==> src/rtl/rr_arbiter_fsm.sv <==
// rtl/rr_arbiter_fsm.sv - 4-requester round-robin arbiter, one-hot FSM, registered grant (optional ARB_TIMEOUT_EN forced release)
module rr_arbiter_fsm #(
  parameter int NREQ     = 4,
  parameter int MAX_HOLD = 16,
  parameter int CNT_W    = 5
) (
  input  logic            clock,
  input  logic            reset_n,
  input  logic [NREQ-1:0] req,
  output logic [NREQ-1:0] gnt,
  output logic            gnt_valid,
  output logic [1:0]      gnt_id,
  output logic            busy,
  output logic            timeout
);

  typedef enum logic [2:0] {
    IDLE    = 3'b001,
    GRANT   = 3'b010,
    RELEASE = 3'b100
  } state_t;

  // The hold counter must be able to reach MAX_HOLD-1 without wrapping.
  if ((2 ** CNT_W) <= MAX_HOLD) begin : g_bad_cnt_w
    $error("CNT_W too narrow for MAX_HOLD");
  end

  state_t     state;
  logic [1:0] last_owner;
  logic [1:0] sel;
  logic [1:0] cand;
  logic       found;
  logic       owner_req;

`ifdef ARB_TIMEOUT_EN
  logic [CNT_W-1:0] hold_cnt;
  logic             hold_expired;

  assign hold_expired = (hold_cnt == CNT_W'(MAX_HOLD - 1));
`else
  assign timeout = 1'b0;
`endif

  assign owner_req = req[gnt_id];

  // Round-robin pick: first asserted request after last_owner, wrapping mod 4.
  always_comb begin
    sel   = last_owner;
    cand  = last_owner;
    found = 1'b0;
    for (int k = 1; k <= 4; k++) begin
      cand = last_owner + 2'(k);
      if (!found && req[cand]) begin
        sel   = cand;
        found = 1'b1;
      end
    end
  end

  // Arbiter FSM with all outputs registered alongside the state.
  always_ff @(posedge clock or negedge reset_n) begin
    if (!reset_n) begin
      state      <= IDLE;
      gnt        <= '0;
      gnt_valid  <= 1'b0;
      gnt_id     <= 2'd0;
      busy       <= 1'b0;
      last_owner <= 2'd3;
`ifdef ARB_TIMEOUT_EN
      hold_cnt   <= '0;
      timeout    <= 1'b0;
`endif
    end else begin
      case (state)
        IDLE: begin
          if (req != '0) begin
            state      <= GRANT;
            gnt        <= '0;
            gnt[sel]   <= 1'b1;
            gnt_valid  <= 1'b1;
            gnt_id     <= sel;
            busy       <= 1'b1;
            last_owner <= sel;
`ifdef ARB_TIMEOUT_EN
            hold_cnt   <= '0;
`endif
          end
        end

        GRANT: begin
`ifdef ARB_TIMEOUT_EN
          if (owner_req && hold_expired) begin
            // Owner overstayed: drop it; last_owner already makes it lowest priority.
            state     <= RELEASE;
            gnt       <= '0;
            gnt_valid <= 1'b0;
            gnt_id    <= 2'd0;
            timeout   <= 1'b1;
          end else if (owner_req) begin
            if (hold_cnt != '1) begin
              hold_cnt <= hold_cnt + 1'b1;
            end
          end else begin
            state     <= RELEASE;
            gnt       <= '0;
            gnt_valid <= 1'b0;
            gnt_id    <= 2'd0;
          end
`else
          if (!owner_req) begin
            state     <= RELEASE;
            gnt       <= '0;
            gnt_valid <= 1'b0;
            gnt_id    <= 2'd0;
          end
`endif
        end

        RELEASE: begin
          // Turnaround cycle; always back to IDLE so the next pick starts clean.
          state <= IDLE;
          busy  <= 1'b0;
`ifdef ARB_TIMEOUT_EN
          timeout <= 1'b0;
`endif
        end

        default: begin
          state     <= IDLE;
          gnt       <= '0;
          gnt_valid <= 1'b0;
          gnt_id    <= 2'd0;
          busy      <= 1'b0;
`ifdef ARB_TIMEOUT_EN
          timeout   <= 1'b0;
`endif
        end
      endcase
    end
  end

endmodule

==> config.mk <==
export PLATFORM = sky130hd
export DESIGN_NAME = rr_arbiter_fsm
export DESIGN_NICKNAME = d
export VERILOG_FILES = /design/src/rtl/rr_arbiter_fsm.sv
export SDC_FILE = /design/constraint.sdc
export NUM_CORES = 1
export LEC_CHECK = 0
export BUFFER_PORTS_ARGS = -buffer_cell sky130_fd_sc_hd__clkbuf_2
export CAP_MARGIN = 25
export CORE_AREA = 4 4 41 43
export CTS_CLUSTER_SIZE = 10
export DETAILED_ROUTE_END_ITERATION = 8
export DIE_AREA = 0 0 45 47
export PLACE_DENSITY_LB_ADDON = 0.08
export SLEW_MARGIN = 30
export SYNTH_ARGS = -nofsm -noshare
export SYNTH_HDL_FRONTEND = slang
export SYNTH_SLANG_ARGS = --single-unit
==> constraint.sdc <==
create_clock -name clock -period 4.2 [get_ports clock]
set_input_delay 0.84 -clock clock [delete_from_list [all_inputs] [get_ports clock]]
set_output_delay 0.84 -clock clock [all_outputs]
set_load 0.01 [all_outputs]
Word-level counts from Yosys, hierarchy flattened:

Cells that the tools add are included.

* register bits: 13
* output and inout bits: 9

* magnitude comparators: 7
* reductions and logical operators: 12
* add/subtract/negate cells: 3
* bitwise logic cells: 2
* equality and inequality tests: 5
* multiplexer cells: 32

Operators by type and width (number)
* 2-bit by 3-bit less-than comparator with 1-bit output (second input constant): 6
* 2-bit 2-to-1 mux: 6
* 4-bit one-hot mux with 3 select lines: 1
* 1-bit 2-to-1 mux: 11
* 1-bit binary-select mux with 2-bit select: 5
* 4-bit 2-to-1 mux: 2
* 3-bit 2-to-1 mux: 2
* 2-bit one-hot mux with 3 select lines: 1
* 3-bit one-hot mux with 2 select lines: 1
* 2-bit AND reduction: 3
* 2-bit adder (second input constant): 2
* 1-bit logical AND: 4
* 2-bit inequality test (second input constant): 2
* 4-bit nonzero test: 1
* 3-bit by 1-bit == test with 1-bit output (second input constant): 1
* 3-bit by 2-bit == test with 1-bit output (second input constant): 1
* 3-bit == test (second input constant): 1
* 1-bit zero test: 3
* 1-bit one-hot mux with 3 select lines: 1
* 3-bit AND reduction: 1
* 2-bit by 1-bit adder with 2-bit output (second input constant): 1
* 1-bit demux with 2-bit select: 1
* 2-bit by 1-bit greater-or-equal comparator with 1-bit output (second input constant): 1
* 1-bit NOT: 2
* 1-bit one-hot mux with 2 select lines: 1

Longest topological paths before layout:

* depth in word-level cells: 19
* gate-level depth with buffers: 5
* mapped depth without buffers: 4

Worst setup path before layout:

OpenSTA, ideal clock, no wires.

* path kind: input-to-reg
* start point: input port req[2]
* end point: register gnt_id[1]
* setup slack: 2431 ps
* cell stages on the path: 4
* required time: 4081 ps
* data arrival time: 1650 ps
* cells stage by stage: nor4_4 nor3_4 o211ai_2 a21bo_2

* word-level cells in the longest chain between the ends: 14
* elaborated cells on any way between the ends: 29
* those cells by class: 2 x eq/ne; 19 x mux; 8 x reduce/logical

RTL lines
* start: declaration: RTL line 9 `input logic [NREQ-1:0] req,`
* 1-bit binary-select mux with 2-bit select: RTL line 53 `if (!found && req[cand]) begin`
* 1-bit 2-to-1 mux (implied by the code): RTL line 53
* 1-bit 2-to-1 mux: RTL line 53
* 1-bit zero test: RTL line 53
* 1-bit logical AND: RTL line 53
* 1-bit 2-to-1 mux: RTL line 53
* 1-bit zero test: RTL line 53
* 1-bit logical AND: RTL line 53
* 1-bit 2-to-1 mux: RTL line 53
* 1-bit zero test: RTL line 53
* 1-bit logical AND: RTL line 53
* 2-bit 2-to-1 mux: RTL line 53
* 2-bit 2-to-1 mux: RTL line 76 `if (req != '0) begin`
* 2-bit one-hot mux with 3 select lines: RTL line 74 `case (state)`
* end signal: assignment: RTL line 81 `gnt_id <= sel;`
* end: declaration: RTL line 12 `output logic [1:0] gnt_id,`

Several ways; a longest one is shown, not always the timed one. The select of a mux whose other input is x is not followed.
A chain may end at the register's enable or synchronous reset.

Worst setup path after layout:

* start point: register gnt_id[0]
* end point: output port gnt_id[0]

No word-level cell between the ends.

==> results.json <==
{
  "wl_per_cell_um": 14.1,
  "layout_common_cells": "13 x clkbuf_2, 10 x dfrtp_1, 6 x nor2_1, 6 x a21oi_1",
  "hold_violations": 0,
  "drt_first_pass_iters": 4,
  "area_growth_pct": 12.8,
  "cts_setup_buffers": 0,
  "ant_nets": 0,
  "yosysTopAreaCellShare": 0.351,
  "fp.dieW_um": 45,
  "htree_levels": 1,
  "period_needed_ns": 1.74,
  "insertion_delay_ns": 0.27,
  "swShare": 0.395,
  "syn_avg_cell_area_sq_um": 11.0,
  "core-area_sq_um": 1300,
  "seq_power_share": 0.426,
  "drive_above_1_share": 0.375,
  "nFillCells": 104,
  "critical_path.max_fanout": 6,
  "maxCapViolCount": 0,
  "critical_path_cell_count": 1,
  "status": "complete, no violations",
  "io_pins": 15,
  "critical_path_arrival_ns": 0.90,
  "power_uw": 570,
  "pre_cts_slack_ns": 2.19,
  "drv_slew": 0,
  "diodes": 0,
  "ys_seq_area_frac": 0.462,
  "slowest_stage": "dfrtp_1",
  "combPwrFrac": 0.444,
  "grt_pass1_vias": 494,
  "path_clk_slew_ns": 0.07,
  "reg2regPathDepth": 4,
  "ctsResizeCount": 0,
  "power_frac_clock": 0.131,
  "hold_buffers": 0,
  "wl_um": 1340,
  "p_leak_uw": 0.000362,
  "via_count": 542,
  "netlist_instances": 65,
  "finalCritPeriodShare": 0.413,
  "drt_iter0_markers": 10,
  "rsz0062_at_grt": "no",
  "cp-start-kind": "flop",
  "grt_max_degree": 14,
  "clkSinkCount": 13,
  "dieHeight_um": 47,
  "synth_top_cell_by_area": "dfrtp_1",
  "max-vdd-ir-drop_uv": 355,
  "grt_pass1_wl_um": 2040,
  "finalNetCount": 87,
  "cts_max_path_buffers": 2,
  "p_int_uw": 345,
  "ys_types": 31,
  "syn_nets": 71,
  "antenna_found_initial": 0,
  "syn_area_sq_um": 712,
  "hpwl_um": 1040,
  "slowest_delay_ns": 0.45,
  "start_util": 0.547,
  "cts_buffers": 3,
  "fin_ws_ns": 2.46,
  "final_common_cell": "clkbuf_2",
  "critPathRequiredTime_ns": 3.36,
  "max_clock_freq_mhz": 576,
  "cts-root-buf": "clkbuf_4",
  "netlist_top_cells_area": "dfrtp_1 35%, dfstp_2 11%, a21oi_1 4.2%",
  "rows": 13,
  "path_buf_inv": 1,
  "tns_ns": 0,
  "die_area_sq_um": 2120,
  "ys_ff_latch": 13,
  "hold_path.class": "primary input to asynchronous set/reset pin",
  "drc": 0,
  "switching_power_uw": 225,
  "post_drt_via_cell_ratio": 5.71,
  "critPathKind": "flop to primary output",
  "ys_warn_count": 0,
  "grtUsageTotal": 0.143,
  "grt-ovfl-total": 0,
  "power_density_nw_per_um2": 709,
  "endpoint_kind": "primary output",
  "routabilityCongestion": 0.761,
  "setup_viol": 0,
  "critPathTopFamily": "flip-flops",
  "path_cells": "clkbuf_2",
  "skew_ns": 0.00249,
  "cts_tree": "done",
  "io_buffers": 13
}
[worst paths after layout]
| path | startpoint | to | slack [ns] |
|---|---|---|---|
| worst max-delay path | gnt_id[0] | gnt_id[0] | 2.46 |
| worst min-delay path | reset_n | gnt[2] | 0.45 |
| worst max register to register | last_owner[0] | gnt[1] | 2.69 |
| worst min register to register | gnt_valid | gnt_valid | 0.49 |
| max in group asynchronous | reset_n | state[0] | 3.47 |
| min in group clock | gnt_valid | gnt_valid | 0.49 |
[flip-flops by register name, indices dropped and copies added, names as in the netlist]
signal      flops
gnt_id          2
gnt             4
state           3
last_owner      2
busy            1
gnt_valid       1
[kinds of logic after synthesis]
group | share of synthesized area
and+or+nand+nor | 0.188
muxes | 0.0299
buffers and inverters | 0.0422
AOI/OAI and AO/OA | 0.272
other | 0.00527
DFF | 0.462
[per-stage QoR]
step           hold WS (ns)  std cells  cell area (sq um)  utilization
2_1_floorplan         0.497         65                712            -
3_3_place_gp          0.477         91                777        0.597
3_5_place_dp          0.475         91                777        0.597
4_1_cts               0.444         95                803        0.617
5_1_grt               0.452         95                803        0.617
6_report              0.446         95                803        0.617
[cell usage after synthesis (all sizes together)]
cell type / instances
dfrtp: 10
a21oi: 6
nor2: 6
o21ai: 5
nand2b: 4
dfstp: 3
inv: 3
nor3b: 3
a21o: 2
a32o: 2
buf: 2
o2bb2ai: 2
or2: 2
a21bo: 1
a221o: 1
a221oi: 1
a22o: 1
a22oi: 1
a2bb2oi: 1
conb: 1
mux2: 1
mux2i: 1
nand3b: 1
nor2b: 1
nor3: 1
nor4: 1
o211ai: 1
o21bai: 1
[per-layer routing]
metal  track usage  wire length, um
met1         0.185              663
met2         0.195              569
met3        0.0421               69
met4         0.117               37
met5             0                0
[area by class of cell]
type / instances / area, sq um / area share
clock buffer: 4 / 26.3 / 0.0327
multi-input combinational: 47 / 353 / 0.439
tap: 15 / 18.8 / 0.0234
timing repair buffer: 13 / 65.1 / 0.0810
sequential: 13 / 329 / 0.410
inverter: 3 / 11.3 / 0.0140
[power groups by stage]
stage               clock network, uW  logic [uW]  registers (uW)
floorplan                           0         180             246
global placement                    0         251             243
detailed placement                  0         254             245
CTS                              78.4         256             242
global route                     84.4         280             252
finish                           74.4         253             242
Note: power is estimated with default switching activity, not from simulation.
